File: src/rtl/shift_add_multiplier_n_if.sv
// Operand/control inputs and product/status outputs of shift_add_multiplier_n.
// AhexDigits/BhexDigits exist only when MULT_HEX_DISPLAY_EN is defined.
interface shift_add_multiplier_n_if #(
    parameter int unsigned WIDTH = 8
);
    localparam int unsigned HEX_W = 7 * (WIDTH / 4);

    logic             Run;
    logic             ClearA_LoadB;
    logic             Signed;
    logic [WIDTH-1:0] SW;
    logic [WIDTH-1:0] Aval;
    logic [WIDTH-1:0] Bval;
    logic             Xval;
    logic             Busy;
    logic             Done;
`ifdef MULT_HEX_DISPLAY_EN
    logic [HEX_W-1:0] AhexDigits;
    logic [HEX_W-1:0] BhexDigits;

    modport master (
        output Run, ClearA_LoadB, Signed, SW,
        input  Aval, Bval, Xval, Busy, Done, AhexDigits, BhexDigits
    );
    modport slave (
        input  Run, ClearA_LoadB, Signed, SW,
        output Aval, Bval, Xval, Busy, Done, AhexDigits, BhexDigits
    );
`else
    modport master (
        output Run, ClearA_LoadB, Signed, SW,
        input  Aval, Bval, Xval, Busy, Done
    );
    modport slave (
        input  Run, ClearA_LoadB, Signed, SW,
        output Aval, Bval, Xval, Busy, Done
    );
`endif
endinterface

File: src/rtl/shift_add_multiplier_n.sv
// WIDTH-generic sequential shift-add multiplier (signed/unsigned), product in X:A:B.
// Optional registered 7-segment decode of A/B when MULT_HEX_DISPLAY_EN is defined.
module shift_add_multiplier_n #(
    parameter int unsigned WIDTH = 8
) (
    input  logic                     Clk,
    input  logic                     Reset,
    shift_add_multiplier_n_if.slave  bus
);
    localparam int unsigned CW = $clog2(WIDTH) + 1;

    localparam logic [1:0] ST_IDLE  = 2'd0;
    localparam logic [1:0] ST_ADD   = 2'd1;
    localparam logic [1:0] ST_SHIFT = 2'd2;
    localparam logic [1:0] ST_DONE  = 2'd3;

    logic [1:0]       r_state, w_state_nxt;
    logic [WIDTH-1:0] r_a, w_a_nxt;
    logic [WIDTH-1:0] r_b, w_b_nxt;
    logic [WIDTH-1:0] r_s, w_s_nxt;
    logic             r_x, w_x_nxt;
    logic [CW-1:0]    r_cnt, w_cnt_nxt;
    logic             r_signed, w_signed_nxt;
    logic             r_busy, w_busy_nxt;
    logic             r_done, w_done_nxt;

    logic [WIDTH:0]   w_ext_a, w_ext_s, w_sum;
    logic             w_last_iter;

    // Signed mode subtracts on the final iteration: the multiplier MSB has negative weight
    assign w_last_iter = (r_cnt == CW'(WIDTH - 1));
    assign w_ext_a     = r_signed ? {r_a[WIDTH-1], r_a} : {1'b0, r_a};
    assign w_ext_s     = r_signed ? {r_s[WIDTH-1], r_s} : {1'b0, r_s};
    assign w_sum       = (r_signed && w_last_iter) ? (w_ext_a - w_ext_s) : (w_ext_a + w_ext_s);

    // Next-state and datapath update
    always_comb begin
        w_state_nxt  = r_state;
        w_a_nxt      = r_a;
        w_b_nxt      = r_b;
        w_s_nxt      = r_s;
        w_x_nxt      = r_x;
        w_cnt_nxt    = r_cnt;
        w_signed_nxt = r_signed;
        w_busy_nxt   = 1'b0;
        w_done_nxt   = 1'b0;
        case (r_state)
            ST_IDLE: begin
                if (!bus.ClearA_LoadB) begin
                    w_a_nxt = '0;
                    w_x_nxt = 1'b0;
                    w_b_nxt = bus.SW;
                end else if (!bus.Run) begin
                    w_s_nxt      = bus.SW;
                    w_signed_nxt = bus.Signed;
                    w_a_nxt      = '0;
                    w_x_nxt      = 1'b0;
                    w_cnt_nxt    = '0;
                    w_state_nxt  = ST_ADD;
                end
            end
            ST_ADD: begin
                if (r_b[0]) begin
                    w_x_nxt = w_sum[WIDTH];
                    w_a_nxt = w_sum[WIDTH-1:0];
                end
                w_state_nxt = ST_SHIFT;
            end
            ST_SHIFT: begin
                w_a_nxt     = {r_x, r_a[WIDTH-1:1]};
                w_b_nxt     = {r_a[0], r_b[WIDTH-1:1]};
                w_x_nxt     = r_signed ? r_x : 1'b0;
                w_cnt_nxt   = r_cnt + CW'(1);
                w_state_nxt = w_last_iter ? ST_DONE : ST_ADD;
            end
            ST_DONE: begin
                if (bus.Run) w_state_nxt = ST_IDLE;
            end
            default: w_state_nxt = ST_IDLE;
        endcase
        w_busy_nxt = (w_state_nxt == ST_ADD) || (w_state_nxt == ST_SHIFT);
        w_done_nxt = (w_state_nxt == ST_DONE);
    end

    always_ff @(posedge Clk) begin
        if (!Reset) begin
            r_state  <= ST_IDLE;
            r_a      <= '0;
            r_b      <= '0;
            r_s      <= '0;
            r_x      <= 1'b0;
            r_cnt    <= '0;
            r_signed <= 1'b0;
            r_busy   <= 1'b0;
            r_done   <= 1'b0;
        end else begin
            r_state  <= w_state_nxt;
            r_a      <= w_a_nxt;
            r_b      <= w_b_nxt;
            r_s      <= w_s_nxt;
            r_x      <= w_x_nxt;
            r_cnt    <= w_cnt_nxt;
            r_signed <= w_signed_nxt;
            r_busy   <= w_busy_nxt;
            r_done   <= w_done_nxt;
        end
    end

    assign bus.Aval = r_a;
    assign bus.Bval = r_b;
    assign bus.Xval = r_x;
    assign bus.Busy = r_busy;
    assign bus.Done = r_done;

`ifdef MULT_HEX_DISPLAY_EN
    localparam int unsigned NDIG = WIDTH / 4;

    logic [7*NDIG-1:0] r_ahex;
    logic [7*NDIG-1:0] r_bhex;

    function automatic logic [6:0] seg7(input logic [3:0] n);
        case (n)
            4'h0:    seg7 = 7'b1000000;
            4'h1:    seg7 = 7'b1111001;
            4'h2:    seg7 = 7'b0100100;
            4'h3:    seg7 = 7'b0110000;
            4'h4:    seg7 = 7'b0011001;
            4'h5:    seg7 = 7'b0010010;
            4'h6:    seg7 = 7'b0000010;
            4'h7:    seg7 = 7'b1111000;
            4'h8:    seg7 = 7'b0000000;
            4'h9:    seg7 = 7'b0010000;
            4'hA:    seg7 = 7'b0001000;
            4'hB:    seg7 = 7'b0000011;
            4'hC:    seg7 = 7'b1000110;
            4'hD:    seg7 = 7'b0100001;
            4'hE:    seg7 = 7'b0000110;
            default: seg7 = 7'b0001110;
        endcase
    endfunction

    // Decoded from the registered A/B, so the digits trail Aval/Bval by one cycle
    always_ff @(posedge Clk) begin
        if (!Reset) begin
            r_ahex <= {NDIG{7'b1000000}};
            r_bhex <= {NDIG{7'b1000000}};
        end else begin
            for (int i = 0; i < int'(NDIG); i++) begin
                r_ahex[i*7 +: 7] <= seg7(r_a[i*4 +: 4]);
                r_bhex[i*7 +: 7] <= seg7(r_b[i*4 +: 4]);
            end
        end
    end

    assign bus.AhexDigits = r_ahex;
    assign bus.BhexDigits = r_bhex;
`endif

endmodule

File: src/flat_wrapper.sv
// flat-port wrapper written by rule: the top's interface ports become plain ports
module shift_add_multiplier_n_flat 
#(
    parameter int unsigned WIDTH = 8
)
  (Clk, Reset, bus_Run, bus_ClearA_LoadB, bus_Signed, bus_SW, bus_Aval, bus_Bval, bus_Xval, bus_Busy, bus_Done);
  shift_add_multiplier_n_if #(.WIDTH(WIDTH)) bus_i ();
  input  logic Clk;
  input  logic Reset;
  input wire logic [$bits(bus_i.Run)-1:0] bus_Run;
  input wire logic [$bits(bus_i.ClearA_LoadB)-1:0] bus_ClearA_LoadB;
  input wire logic [$bits(bus_i.Signed)-1:0] bus_Signed;
  input wire logic [$bits(bus_i.SW)-1:0] bus_SW;
  output wire logic [$bits(bus_i.Aval)-1:0] bus_Aval;
  output wire logic [$bits(bus_i.Bval)-1:0] bus_Bval;
  output wire logic [$bits(bus_i.Xval)-1:0] bus_Xval;
  output wire logic [$bits(bus_i.Busy)-1:0] bus_Busy;
  output wire logic [$bits(bus_i.Done)-1:0] bus_Done;
  assign bus_i.Run = bus_Run;
  assign bus_i.ClearA_LoadB = bus_ClearA_LoadB;
  assign bus_i.Signed = bus_Signed;
  assign bus_i.SW = bus_SW;
  assign bus_Aval = bus_i.Aval;
  assign bus_Bval = bus_i.Bval;
  assign bus_Xval = bus_i.Xval;
  assign bus_Busy = bus_i.Busy;
  assign bus_Done = bus_i.Done;
  shift_add_multiplier_n #(.WIDTH(WIDTH)) u_core (.Clk(Clk), .Reset(Reset), .bus(bus_i));
endmodule
File: config.mk
export PLATFORM = sky130hd
export DESIGN_NAME = shift_add_multiplier_n_flat
export DESIGN_NICKNAME = d
export VERILOG_FILES = /design/src/rtl/shift_add_multiplier_n_if.sv /design/src/rtl/shift_add_multiplier_n.sv /design/src/flat_wrapper.sv
export SDC_FILE = /design/constraint.sdc
export NUM_CORES = 1
export LEC_CHECK = 0
export CORE_MARGIN = 2
export CORE_UTILIZATION = 49
export CTS_BUF_LIST = sky130_fd_sc_hd__clkbuf_8 sky130_fd_sc_hd__clkbuf_16
export DETAILED_ROUTE_END_ITERATION = 6
export PLACE_DENSITY = 0.76
export SYNTH_ARGS = -nofsm -noshare
export SYNTH_HDL_FRONTEND = slang
export SYNTH_SLANG_ARGS = --single-unit
File: constraint.sdc
create_clock -name Clk -period 2.6 [get_ports Clk]
set_input_delay 0.52 -clock Clk [delete_from_list [all_inputs] [get_ports Clk]]
set_output_delay 0.52 -clock Clk [all_outputs]
set_load 0.005 [all_outputs]
==> insert_results.sql <==
INSERT INTO impl_metrics (metric_group, metric, value, unit) VALUES
('detailed_routing', 'post-route-drc-count', '0', ''),
('timing', 'fmaxAchievable', '395', 'MHz'),
('clock_tree', 'clock_tree.htree_level_count', '2', ''),
('timing', 'maxSlewHeadroom', '0.658', ''),
('timing', 'tightest_slew', '0.513', 'ns'),
('yosys', 'synth.avg_cell_area', '8.29', 'µm²'),
('yosys', 'synth-seq-cells', '34', ''),
('timing', 'timing.hold.ws', '0.492', 'ns'),
('detailed_routing', 'wire_per_inst', '15.1', 'µm'),
('clock_tree', 'ctsHoldBuffers', '0', ''),
('floorplanning', 'die_h', '69.7', 'µm'),
('clock_tree', 'clock_latency', '0.29', 'ns'),
('placed_design', 'pre_cts_slack', '-0.0181', 'ns'),
('yosys', 'leading_cell_types_by_total_area_after_synthesis', 'sky130_fd_sc_hd__dfxtp_1, sky130_fd_sc_hd__ha_1, sky130_fd_sc_hd__nand2_1', ''),
('grt', 'via_count_of_the_first_global_routing_pass', '1807', ''),
('yosys', 'number_of_synthesized_flops_with_an_enable_pin', '0', ''),
('cells_and_area', 'multi_input_area', '1400', 'µm²'),
('clock_tree', 'cts-root-buf', 'sky130_fd_sc_hd__clkbuf_8', ''),
('outcome', 'outcome', 'completed', ''),
('power_and_ir_drop', 'worst_ir_drop_vdd', '0.000428', 'V'),
('cells_and_area', 'area_delta_synth_final', '30.8', '%'),
('floorplanning', 'core-area', '4090', 'µm²'),
('cells_and_area', 'area.sequential', '689', 'µm²'),
('yosys', 'synth-seq-area-share', '0.322', ''),
('critical_path', 'cp_data_arrival_time', '2.72', 'ns'),
('power_and_ir_drop', 'report.power.total', '0.00159', 'W'),
('cells_and_area', 'diodes', '0', ''),
('timing', 'setup_violations', '0', ''),
('timing', 'fin_crit_sh', '0.973', ''),
('cells_and_area', 'final_net_count', '323', ''),
('floorplanning', 'top_level_ports', '32', ''),
('power_and_ir_drop', 'clock_power_share', '0.388', ''),
('grt', 'track_usage', '0.206', ''),
('grt', 'grt_antenna_before_repair', '0', ''),
('placed_design', 'place.gp.congestion', '0.797', ''),
('detailed_routing', 'postRouteWirelength', '5220', 'µm'),
('yosys', 'synth_async_sr_flop_share', '0', ''),
('yosys', 'synth_largest_area_cell', 'sky130_fd_sc_hd__dfxtp_1', ''),
('yosys', 'post_synth_instance_area', '2110', 'µm²'),
('power_and_ir_drop', 'power_leakage', '1.12', 'nW'),
('power_and_ir_drop', 'pwr-share-seq', '0.359', ''),
('detailed_routing', 'drt_pass1_iterations', '4', ''),
('yosys', 'synth_warnings', '0', ''),
('placed_design', 'dp_hpwl', '3510', 'µm'),
('grt', 'wire_length_of_the_first_global_routing_pass', '8140', 'µm'),
('floorplanning', 'floorplan.die_area', '4850', 'µm²'),
('cells_and_area', 'drive_gt1_frac', '0.146', ''),
('grt', 'grt_max_degree', '28', ''),
('grt', 'grt_overflow_total', '0', ''),
('critical_path', 'critPathMaxFanout', '3', ''),
('clock_tree', 'clk_sinks', '34', ''),
('placed_design', 'port_buffers', '31', ''),
('yosys', 'netlist-cell-type-count', '39', ''),
('critical_path', 'worstSetupEndpointType', 'register', ''),
('yosys', 'syn-instance-count', '255', ''),
('timing', 'min_period', '2.53', 'ns'),
('detailed_routing', 'first_iter_violations', '100', ''),
('yosys', 'synth-main-ff-cell', 'sky130_fd_sc_hd__dfxtp_1', ''),
('clock_tree', 'clk_path_buf_depth', '2', ''),
('floorplanning', 'chipWidth', '69.7', 'µm'),
('critical_path', 'startpoint_type', 'register', ''),
('power_and_ir_drop', 'p_switching', '0.000437', 'W'),
('floorplanning', 'initial_utilization', '0.517', ''),
('timing', 'finalClockSkew', '0.00688', 'ns'),
('detailed_routing', 'detail_route.vias_per_cell', '5.68', ''),
('detailed_routing', 'ant_nets', '0', ''),
('yosys', 'netlist.area_leader.share', '0.322', ''),
('job', 'cap_violations', '0', ''),
('detailed_routing', 'detailroute.via_count', '1958', ''),
('critical_path', 'critPathRequiredTime', '2.79', 'ns'),
('clock_tree', 'clkSlewWorstSetupHoldPaths', '0.08', 'ns');
[state kept, by name, summed over array words and instances (netlist names)]
signal           flops
u_core.bus.Aval      8
u_core.bus.Busy      1
u_core.bus.Bval      8
u_core.bus.Done      1
u_core.bus.Xval      1
u_core.r_cnt         4
u_core.r_s           8
u_core.r_signed      1
u_core.r_state       2
[routing by layer]
layer,global-route usage,part of all wire,up-vias,routed length (µm)
li1,-,-,975,-
met1,0.256,0.45,919,2360
met2,0.340,0.49,50,2530
met3,0.0451,0.039,14,205
met4,0.0940,0.022,0,116
met5,0,0,-,0
[through the flow]
stage           util  std cells  cell area [µm²]
6_report       0.677        345             2770
5_1_grt        0.677        345             2770
4_1_cts        0.654        341             2670
3_5_place_dp   0.615        331             2510
3_3_place_gp   0.615        331             2510
2_1_floorplan      -        255             2120
[placed cells by master (no fill, tap or decap), types with 3 or more instances in the layout]
cell type | synthesis | layout
sky130_fd_sc_hd__ha_1 | 15 | 13
sky130_fd_sc_hd__a21boi_0 | 12 | 11
sky130_fd_sc_hd__nor2b_1 | 5 | 5
sky130_fd_sc_hd__o211a_1 | 8 | 8
sky130_fd_sc_hd__nor2_1 | 12 | 10
sky130_fd_sc_hd__clkdlybuf4s50_1 | 0 | 31
sky130_fd_sc_hd__xnor2_1 | 4 | 4
sky130_fd_sc_hd__xor2_1 | 8 | 8
sky130_fd_sc_hd__clkbuf_8 | 0 | 6
sky130_fd_sc_hd__o21ai_0 | 11 | 10
sky130_fd_sc_hd__nand3_1 | 9 | 9
sky130_fd_sc_hd__buf_4 | 0 | 12
sky130_fd_sc_hd__mux2i_1 | 9 | 9
sky130_fd_sc_hd__o21a_1 | 4 | 4
sky130_fd_sc_hd__inv_1 | 10 | 9
sky130_fd_sc_hd__a32oi_1 | 4 | 4
sky130_fd_sc_hd__and2_1 | 8 | 8
sky130_fd_sc_hd__dfxtp_1 | 34 | 31
sky130_fd_sc_hd__a21oi_1 | 12 | 10
sky130_fd_sc_hd__nand2_1 | 48 | 46
sky130_fd_sc_hd__o31ai_1 | 4 | 3
sky130_fd_sc_hd__a22oi_1 | 4 | 4
[power groups by stage]
stage	Sequential, W	Combinational (W)	Clock [W]
floorplan	0.000583	0.000241	0
CTS	0.000574	0.000375	0.000621
global route	0.000576	0.000442	0.000638
global placement	0.000585	0.000346	0
detailed placement	0.000586	0.000354	0
finish	0.000573	0.000403	0.000618
[layout make-up]
type                       instances  area share
multi-input combinational        197       0.505
sequential                        34       0.249
timing repair buffer              45       0.156
clock buffer                       6      0.0299
tap                               50      0.0226
clock inverter                     2      0.0217
inverter                          11      0.0149
[final timing paths]
| check | endpoint | slack (ns) | depth (start not counted) | from |
|---|---|---|---|---|
| max | u_core.bus.Aval[7] | 0.07 | 12 | u_core.r_s[1] |
| min | u_core.bus.Xval | 0.49 | 2 | u_core.bus.Xval |
| max reg2reg | u_core.bus.Aval[7] | 0.07 | 12 | u_core.r_s[1] |
| min reg2reg | u_core.bus.Xval | 0.49 | 2 | u_core.bus.Xval |
[cell usage after synthesis (all sizes together), types with 3 or more instances]
| cell | n |
|---|---|
| nor2 | 12 |
| nand3 | 9 |
| nand2 | 48 |
| clkbuf | 10 |
| and2 | 8 |
| o31ai | 4 |
| a32oi | 4 |
| a21oi | 12 |
| o21a | 4 |
| xnor2 | 4 |
| o21ai | 12 |
| a22oi | 4 |
| a21boi | 12 |
| inv | 11 |
| mux2i | 9 |
| ha | 15 |
| xor2 | 8 |
| buf | 3 |
| dfxtp | 34 |
| nor2b | 5 |
| o211a | 8 |
[critical path: stages (launching register included)]
cell and delay (ns):
sky130_fd_sc_hd__dfxtp_4 0.35, sky130_fd_sc_hd__inv_2 0.08, sky130_fd_sc_hd__ha_4 0.14, sky130_fd_sc_hd__or3b_4 0.40, sky130_fd_sc_hd__nand2_2 0.09, sky130_fd_sc_hd__xor2_1 0.14
sky130_fd_sc_hd__ha_1 0.27, sky130_fd_sc_hd__nor2_2 0.16, sky130_fd_sc_hd__nor2_2 0.05, sky130_fd_sc_hd__o21ai_2 0.16, sky130_fd_sc_hd__a21oi_2 0.05, sky130_fd_sc_hd__or3_1 0.31
sky130_fd_sc_hd__a32o_1 0.22
[cells by family after synthesis]
| group | Yosys count | share of synthesized area |
|---|---|---|
| compound gates | 68 | 0.236 |
| xor+xnor | 12 | 0.0497 |
| simple gates | 92 | 0.206 |
| buf+inv | 24 | 0.0450 |
| mux | 9 | 0.0426 |
| fa+ha+maj | 16 | 0.0983 |
| flops | 34 | 0.322 |
[repair_timing]
item | in CTS | in global routing
pin swaps | 2 | 7
setup buffers | 2 | 4
gates cloned | 0 | 0
endpoints found under the setup margin | 1 | 3
gates resized for setup | 3 | 19
No activity file was read; power rests on OpenSTA's default activity.
